--- config.mk ---
export PLATFORM = sky130hd
export DESIGN_NAME = shift_deser
export DESIGN_NICKNAME = d
export VERILOG_FILES = /design/src/rtl/shift_deser.sv
export SDC_FILE = /design/constraint.sdc
export NUM_CORES = 1
export LEC_CHECK = 0
export BUFFER_PORTS_ARGS = -buffer_cell sky130_fd_sc_hd__buf_2
export CAP_MARGIN = 0
export CORE_MARGIN = 2
export CORE_UTILIZATION = 56
export DETAILED_ROUTE_END_ITERATION = 16
export HOLD_SLACK_MARGIN = 0.06
export PLACE_DENSITY = 0.78
export SLEW_MARGIN = 25
export SYNTH_ARGS = -nofsm -noshare
export SYNTH_HDL_FRONTEND = slang
export SYNTH_SLANG_ARGS = --single-unit
export TNS_END_PERCENT = 30
--- constraint.sdc ---
create_clock -name clk -period 2.61 [get_ports clk]
set_input_delay 0.522 -clock clk [delete_from_list [all_inputs] [get_ports clk]]
set_output_delay 0.522 -clock clk [all_outputs]
set_load 0.005 [all_outputs]
--- src/rtl/shift_deser.sv ---
// Serial-to-parallel receiver: assembles DATA_BITS+1 serial bits into a word with a one-deep valid/ready output.
// Optional macro SER_PARITY_EN adds a trailing even-parity bit per word and drives parity_err.
module shift_deser #(
  parameter int unsigned DATA_BITS       = 16,
  parameter int unsigned DATA_COUNT_BITS = 5
) (
  input  logic                 clk,
  input  logic                 rst_n,
  input  logic                 start,
  input  logic                 msb_first,
  input  logic                 sin,
  input  logic                 sin_valid,
  output logic [DATA_BITS:0]   Q,
  output logic                 q_valid,
  input  logic                 q_ready,
  output logic                 busy,
  output logic                 overrun,
  output logic                 parity_err
);

  localparam int unsigned W = DATA_BITS + 1;
  localparam logic [DATA_COUNT_BITS-1:0] LAST = DATA_COUNT_BITS'(DATA_BITS);

`ifdef SER_PARITY_EN
  typedef enum logic [1:0] {IDLE = 2'd0, SHIFT = 2'd1, PAR = 2'd2} state_t;
`else
  typedef enum logic [1:0] {IDLE = 2'd0, SHIFT = 2'd1} state_t;
`endif

  state_t                     state, state_nx;
  logic [DATA_COUNT_BITS-1:0] count, count_nx;
  logic [W-1:0]               sr, sr_nx;
  logic                       msb, msb_nx;
  logic                       deliver_c;
  logic [W-1:0]               word_c;
  logic                       busy_nx;
`ifdef SER_PARITY_EN
  logic                       perr_c;
`endif

  function automatic logic [W-1:0] shift_in(input logic [W-1:0] cur, input logic b,
                                            input logic mf);
    if (mf) return {cur[W-2:0], b};
    else    return {b, cur[W-1:1]};
  endfunction

  // Framing state, bit counter, shift register and latched bit order
  always_ff @(posedge clk or negedge rst_n) begin
    if (!rst_n) begin
      state <= IDLE;
      count <= '0;
      sr    <= '0;
      msb   <= 1'b0;
    end else begin
      state <= state_nx;
      count <= count_nx;
      sr    <= sr_nx;
      msb   <= msb_nx;
    end
  end

  always_comb begin
    state_nx  = state;
    count_nx  = count;
    sr_nx     = sr;
    msb_nx    = msb;
    deliver_c = 1'b0;
    word_c    = sr;
`ifdef SER_PARITY_EN
    perr_c    = 1'b0;
`endif
    if (start) begin
      // Resync: drop any partial word; a bit sampled with start is bit 0 of the new word
      state_nx = SHIFT;
      msb_nx   = msb_first;
      count_nx = '0;
      sr_nx    = '0;
      if (sin_valid) begin
        sr_nx    = shift_in('0, sin, msb_first);
        count_nx = DATA_COUNT_BITS'(1);
      end
    end else begin
      case (state)
        SHIFT: begin
          if (sin_valid) begin
            sr_nx = shift_in(sr, sin, msb);
            if (count == LAST) begin
              count_nx = '0;
`ifdef SER_PARITY_EN
              state_nx = PAR;
`else
              deliver_c = 1'b1;
              word_c    = sr_nx;
`endif
            end else begin
              count_nx = count + 1'b1;
            end
          end
        end
`ifdef SER_PARITY_EN
        PAR: begin
          if (sin_valid) begin
            deliver_c = 1'b1;
            perr_c    = ^{sr, sin};
            state_nx  = SHIFT;
          end
        end
`endif
        default: ;
      endcase
    end
  end

`ifdef SER_PARITY_EN
  assign busy_nx = ((state_nx == SHIFT) && (count_nx != '0)) || (state_nx == PAR);
`else
  assign busy_nx = (state_nx == SHIFT) && (count_nx != '0);
`endif

  // Output word buffer with handshake and sticky overrun
  always_ff @(posedge clk or negedge rst_n) begin
    if (!rst_n) begin
      Q       <= '0;
      q_valid <= 1'b0;
      overrun <= 1'b0;
      busy    <= 1'b0;
    end else begin
      busy <= busy_nx;
      if (start) overrun <= 1'b0;
      if (deliver_c) begin
        if (!q_valid || q_ready) begin
          Q       <= word_c;
          q_valid <= 1'b1;
        end else begin
          overrun <= 1'b1;
        end
      end else if (q_valid && q_ready) begin
        q_valid <= 1'b0;
      end
    end
  end

`ifdef SER_PARITY_EN
  always_ff @(posedge clk or negedge rst_n) begin
    if (!rst_n)
      parity_err <= 1'b0;
    else if (deliver_c && (!q_valid || q_ready))
      parity_err <= perr_c;
  end
`else
  assign parity_err = 1'b0;
`endif

endmodule

== Word-level counts from Yosys, hierarchy flattened ==
Cells that the tools add are included.
W data, S select, Z words.

* Register bits: 45
* Bits of input ports: 7
* Output and inout port bits: 21
* Logic and storage cells: 50

* Add/subtract/negate cells: 1
* Eq/ne operators: 4
* Muxes and demuxes: 26
* Reductions and logical operators: 11

{| class="wikitable"
|+ Operators with widths
! operator !! number
|-
| $mux W17 || 10
|-
| $mux W5 || 4
|-
| $mux W1 || 11
|-
| $reduce_and A2 Y1 || 3
|-
| $reduce_bool A2 Y1 || 3
|-
| $add A5 B1 Y5 const B || 1
|-
| $eq A5 B5 Y1 const B || 1
|-
| $reduce_bool A5 Y1 || 1
|-
| $eq A2 B1 Y1 const B || 2
|-
| $logic_and A1 B1 Y1 || 2
|-
| $mux W2 || 1
|-
| $ne A2 B1 Y1 const B || 1
|-
| $logic_not A1 Y1 || 1
|-
| $logic_or A1 B1 Y1 || 1
|}

== Logic depth before layout (Yosys ltp) ==
* Word-level depth: 7
* Mapped depth: 8
* Gate-level depth less buffers: 7

== Worst setup path after synthesis ==
Ideal clock, no wire load.

* Kind: input-to-reg
* Start point: input port sin_valid
* End point: register busy
* Setup time: 0.124 ns
* Data arrival time: 1.797 ns
* Data required time: 2.486 ns
* Path slack: 0.689 ns
* Stages: 6
* Buffers on the path: 1
* Path through: and3b_1 buf_6 nand4_2 mux2_4 or3_1 o31a_1

* Longest elaborated chain between the ends: 5
* Elaborated cells between the ends (all ways): 6
* Those cells by class: mux: 4; reduce/logical: 2

{| class="wikitable"
|+ Ends and longest elaborated chain
! item !! line !! RTL
|-
| start, declared || 12 || <nowiki>input logic sin_valid,</nowiki>
|-
| $mux W5 || 85 || <nowiki>if (sin_valid) begin</nowiki>
|-
| $mux W5 || 83 || <nowiki>case (state)</nowiki>
|-
| $mux W5 || 72 || <nowiki>if (start) begin</nowiki>
|-
| via count_nx[3] || 31 || <nowiki>logic [DATA_COUNT_BITS-1:0] count, count_nx;</nowiki>
|-
| $reduce_bool A5 Y1 || 117 || <nowiki>assign busy_nx = (state_nx == SHIFT) && (count_nx != '0);</nowiki>
|-
| $logic_and A1 B1 Y1 || 117 ||
|-
| via busy_nx || 36 || <nowiki>logic busy_nx;</nowiki>
|-
| end signal, assigned || 128 || <nowiki>busy <= busy_nx;</nowiki>
|-
| end, declared || 16 || <nowiki>output logic busy,</nowiki>
|}

The timed path passes the listed nets, and every way through them passes these cells.
A chain may end at the register's enable or synchronous reset.

== Worst setup path after layout ==
* Start point: register state[1]
* End point: register busy

* Longest elaborated chain between the ends: 5
* Elaborated cells between the ends (all ways): 7
* Those cells by class: eq/ne: 2; mux: 3; reduce/logical: 2

{| class="wikitable"
|+ Ends and longest elaborated chain
! item !! line !! RTL
|-
| start, declared || 30 || <nowiki>state_t state, state_nx;</nowiki>
|-
| start signal, assigned || 55 || <nowiki>state <= state_nx;</nowiki>
|-
| $eq A2 B1 Y1 || 83 ||
|-
| $mux W5 || 83 ||
|-
| $mux W5 || 72 ||
|-
| via count_nx[3] || 31 ||
|-
| $reduce_bool A5 Y1 || 117 ||
|-
| $logic_and A1 B1 Y1 || 117 ||
|-
| via busy_nx || 36 ||
|}

The timed path passes the listed nets, and every way through them passes these cells.

==> results.cfg <==
[finish]
fin_util = 0.668
fin_nets = 221
area_delta_synth_final_pct = 13.1
drive_gt1_frac = 0.221
fillers = 249
multi_input_area_um2 = 806
n_antenna_cell = 0
seq_area_um2 = 1130

[global_route]
overflow = 0
grt_util_all_layers = 0.219
grt_pass1_vias = 1459
grt_max_degree = 34
grt_first_pass_wirelength_mm = 6.89
grt_antenna_before_repair = 0

[flow_run]
max-cap-violations = 0

[sta]
drv_slew = 0
setup_tns_ps = 0
fmax_mhz = 512
setup_viol = 0
period_minus_slack_ps = 1950
worst_pin_slew_ps = 648
finalHoldViolCount = 0
period_share = 0.748
skew_ps = 10.7
rsz0062_at_grt = no
maxSlewHeadroom = 0.568

[drt]
first_pass_iters = 4
vias = 1441
wl_per_cell_um = 14.8
via_per_inst = 5.56
ant_nets = 0
wirelength_mm = 3.84
drc_errors = 0
first_iter_violations = 96

[cts]
cts.sinks = 45
cts_setup_buffers = 0
cts_buffers = 5
clk_latency_ps = 360
htreeDepth = 2
clkTransAtPathRegs_ps = 130
ctsResizeCount = 0
ctsHoldBuffers = 0
cts_buffer_depth = 2
cts_tree = yes
cts_root_buf = clkbuf_4

[worst_setup_path]
cp-start-kind = flop
end_kind = flop
criticalPathCategory = flop to flop
crit_slowest_cell = dfrtp_1
cp_max_fo = 8
cp_cell_sequence = and3b_1 > nand4_2 > mux2_4 > or3_1 > o31a_1
crit_arrival_ps = 2210
cp.required_ps = 2860
critical-path-max-stage-delay_ps = 400

[pwr]
pwr_density_cell_nw_per_um2 = 591
p_leak_nw = 1.15
ir_drop_mv = 0.390

[floorplan]
dieArea_um2 = 4070
core_area_um2 = 3390
die_w_um = 63.8
initial_core_util = 0.591
pin_count = 28
fp.dieH_um = 63.8
rows = 21

[synthesis]
ys_types = 34
netlist_area_um2 = 2000
yosys_register_bits = 45
ys_seq_area_frac = 0.562
synth_cells = 186
ys_warn_count = 0
syn_nets = 195
syn_avg_cell_area_um2 = 10.8

[placement]
io_buffers = 26
gp_congestion = 0.809
dp_hpwl_mm = 2.73

[status]
status = completed

[worst_hold_path]
hp-class = input pin to asynchronous set/reset pin
-- routing by layer --
metal / part of all wire / routed length, µm / track usage / vias to the layer above
li1: - / - / - / 701
met1: 0.43 / 1640 / 0.278 / 688
met2: 0.50 / 1920 / 0.358 / 44
met3: 0.053 / 203 / 0.0616 / 8
met4: 0.022 / 85 / 0.0842 / 0
met5: 0 / 0 / 0 / -
-- cells in the mapped netlist, drive strengths merged --
library cell,n,share of area
a211oi,15,0.056
or2,1,0.0031
a31oi,1,0.0031
conb,1,0.0019
o22ai,2,0.0062
o31a,1,0.0044
inv,4,0.0075
dfrtp,45,0.56
nand4,2,0.0094
buf,4,0.014
clkbuf,9,0.017
o21bai,1,0.0037
nand3,1,0.0025
a21boi,1,0.0037
nand2,2,0.0037
nor3b,1,0.0037
and4bb,1,0.0062
nand2b,3,0.0094
a211o,1,0.0044
ha,2,0.012
mux2i,18,0.090
nor3,1,0.0050
or3,2,0.0062
and3b,1,0.0044
nor2b,3,0.0094
a21oi,18,0.045
a22oi,1,0.0037
o21ai,3,0.0075
mux2,4,0.024
nor2,37,0.069
-- cell usage in the layout, fill, tap and decap left out, types with 4 or more instances in the layout --
cell type / netlist / layout
buf_2: 2 / 26
nor2_1: 37 / 37
clkbuf_4: 0 / 5
mux2i_1: 18 / 18
a21oi_1: 18 / 18
dfrtp_1: 45 / 45
a211oi_1: 15 / 15
buf_4: 1 / 6
inv_1: 4 / 4
-- path summary, 6_finish.rpt --
path                                 from  cells after the start  slack, ps  endpoint
worst max register to register   state[1]                      5        660      busy
worst min register to register   state[0]                      1        520  state[0]
max in group asynchronous           rst_n                      2       1860  count[3]
worst max-delay path             state[1]                      5        660      busy
min in group clk                msb_first                      2        420       msb
worst min-delay path                rst_n                      1        160    sr[16]
-- worst max-delay path: cells and delay by family (launching register included) --
family / cells / cell delay (ps)
flip-flops: 1 / 400
AO/OA/AOI/OAI: 1 / 230
multiplexers: 1 / 320
AND/OR/NAND/NOR: 3 / 900
-- per-stage QoR --
stage / power [mW] / hold WS [ps] / std cells / area, µm² / setup slack (ps)
final: 1.34 / 164 / 259 / 2260 / 658
after global routing: 1.41 / 204 / 259 / 2260 / 558
after CTS: 1.35 / 178 / 259 / 2260 / 658
after detailed placement: 0.907 / 491 / 251 / 2180 / 429
after global placement: 0.900 / 480 / 251 / 2180 / 473
after floorplan: 0.859 / 226 / 186 / 2000 / 689
-- cells by family (layout without fill, tap and decap cells) --
family                   Yosys count  after routing  share of synthesized area
AO/OA/AOI/OAI                     44             44                      0.138
adder cells (fa/ha/maj)            2              2                     0.0125
buffers and inverters             17             44                     0.0387
flip-flops                        45             45                      0.562
multiplexers                      22             22                      0.114
other                              1              1                    0.00187
AND/OR/NAND/NOR                   55             55                      0.132
-- power by group --
part | internal (mW) | switching (mW)
logic | 0.0587 | 0.0853
registers | 0.725 | 0.0241
clock network | 0.229 | 0.215
-- flip-flops by register name (all words and copies together) (netlist names) --
| register | cells |
|---|---|
| overrun | 1 |
| count | 5 |
| Q | 17 |
| busy | 1 |
| state | 2 |
| q_valid | 1 |
| sr | 17 |
| msb | 1 |
-- final cells by class --
type | instances | area share
clock buffer | 7 | 0.0243
timing repair buffer | 32 | 0.0773
inverter | 4 | 0.00663
sequential | 45 | 0.497
multi-input combinational | 124 | 0.356
tap | 46 | 0.0254
clock inverter | 1 | 0.0133
Note: power is estimated with default switching activity, not from simulation.
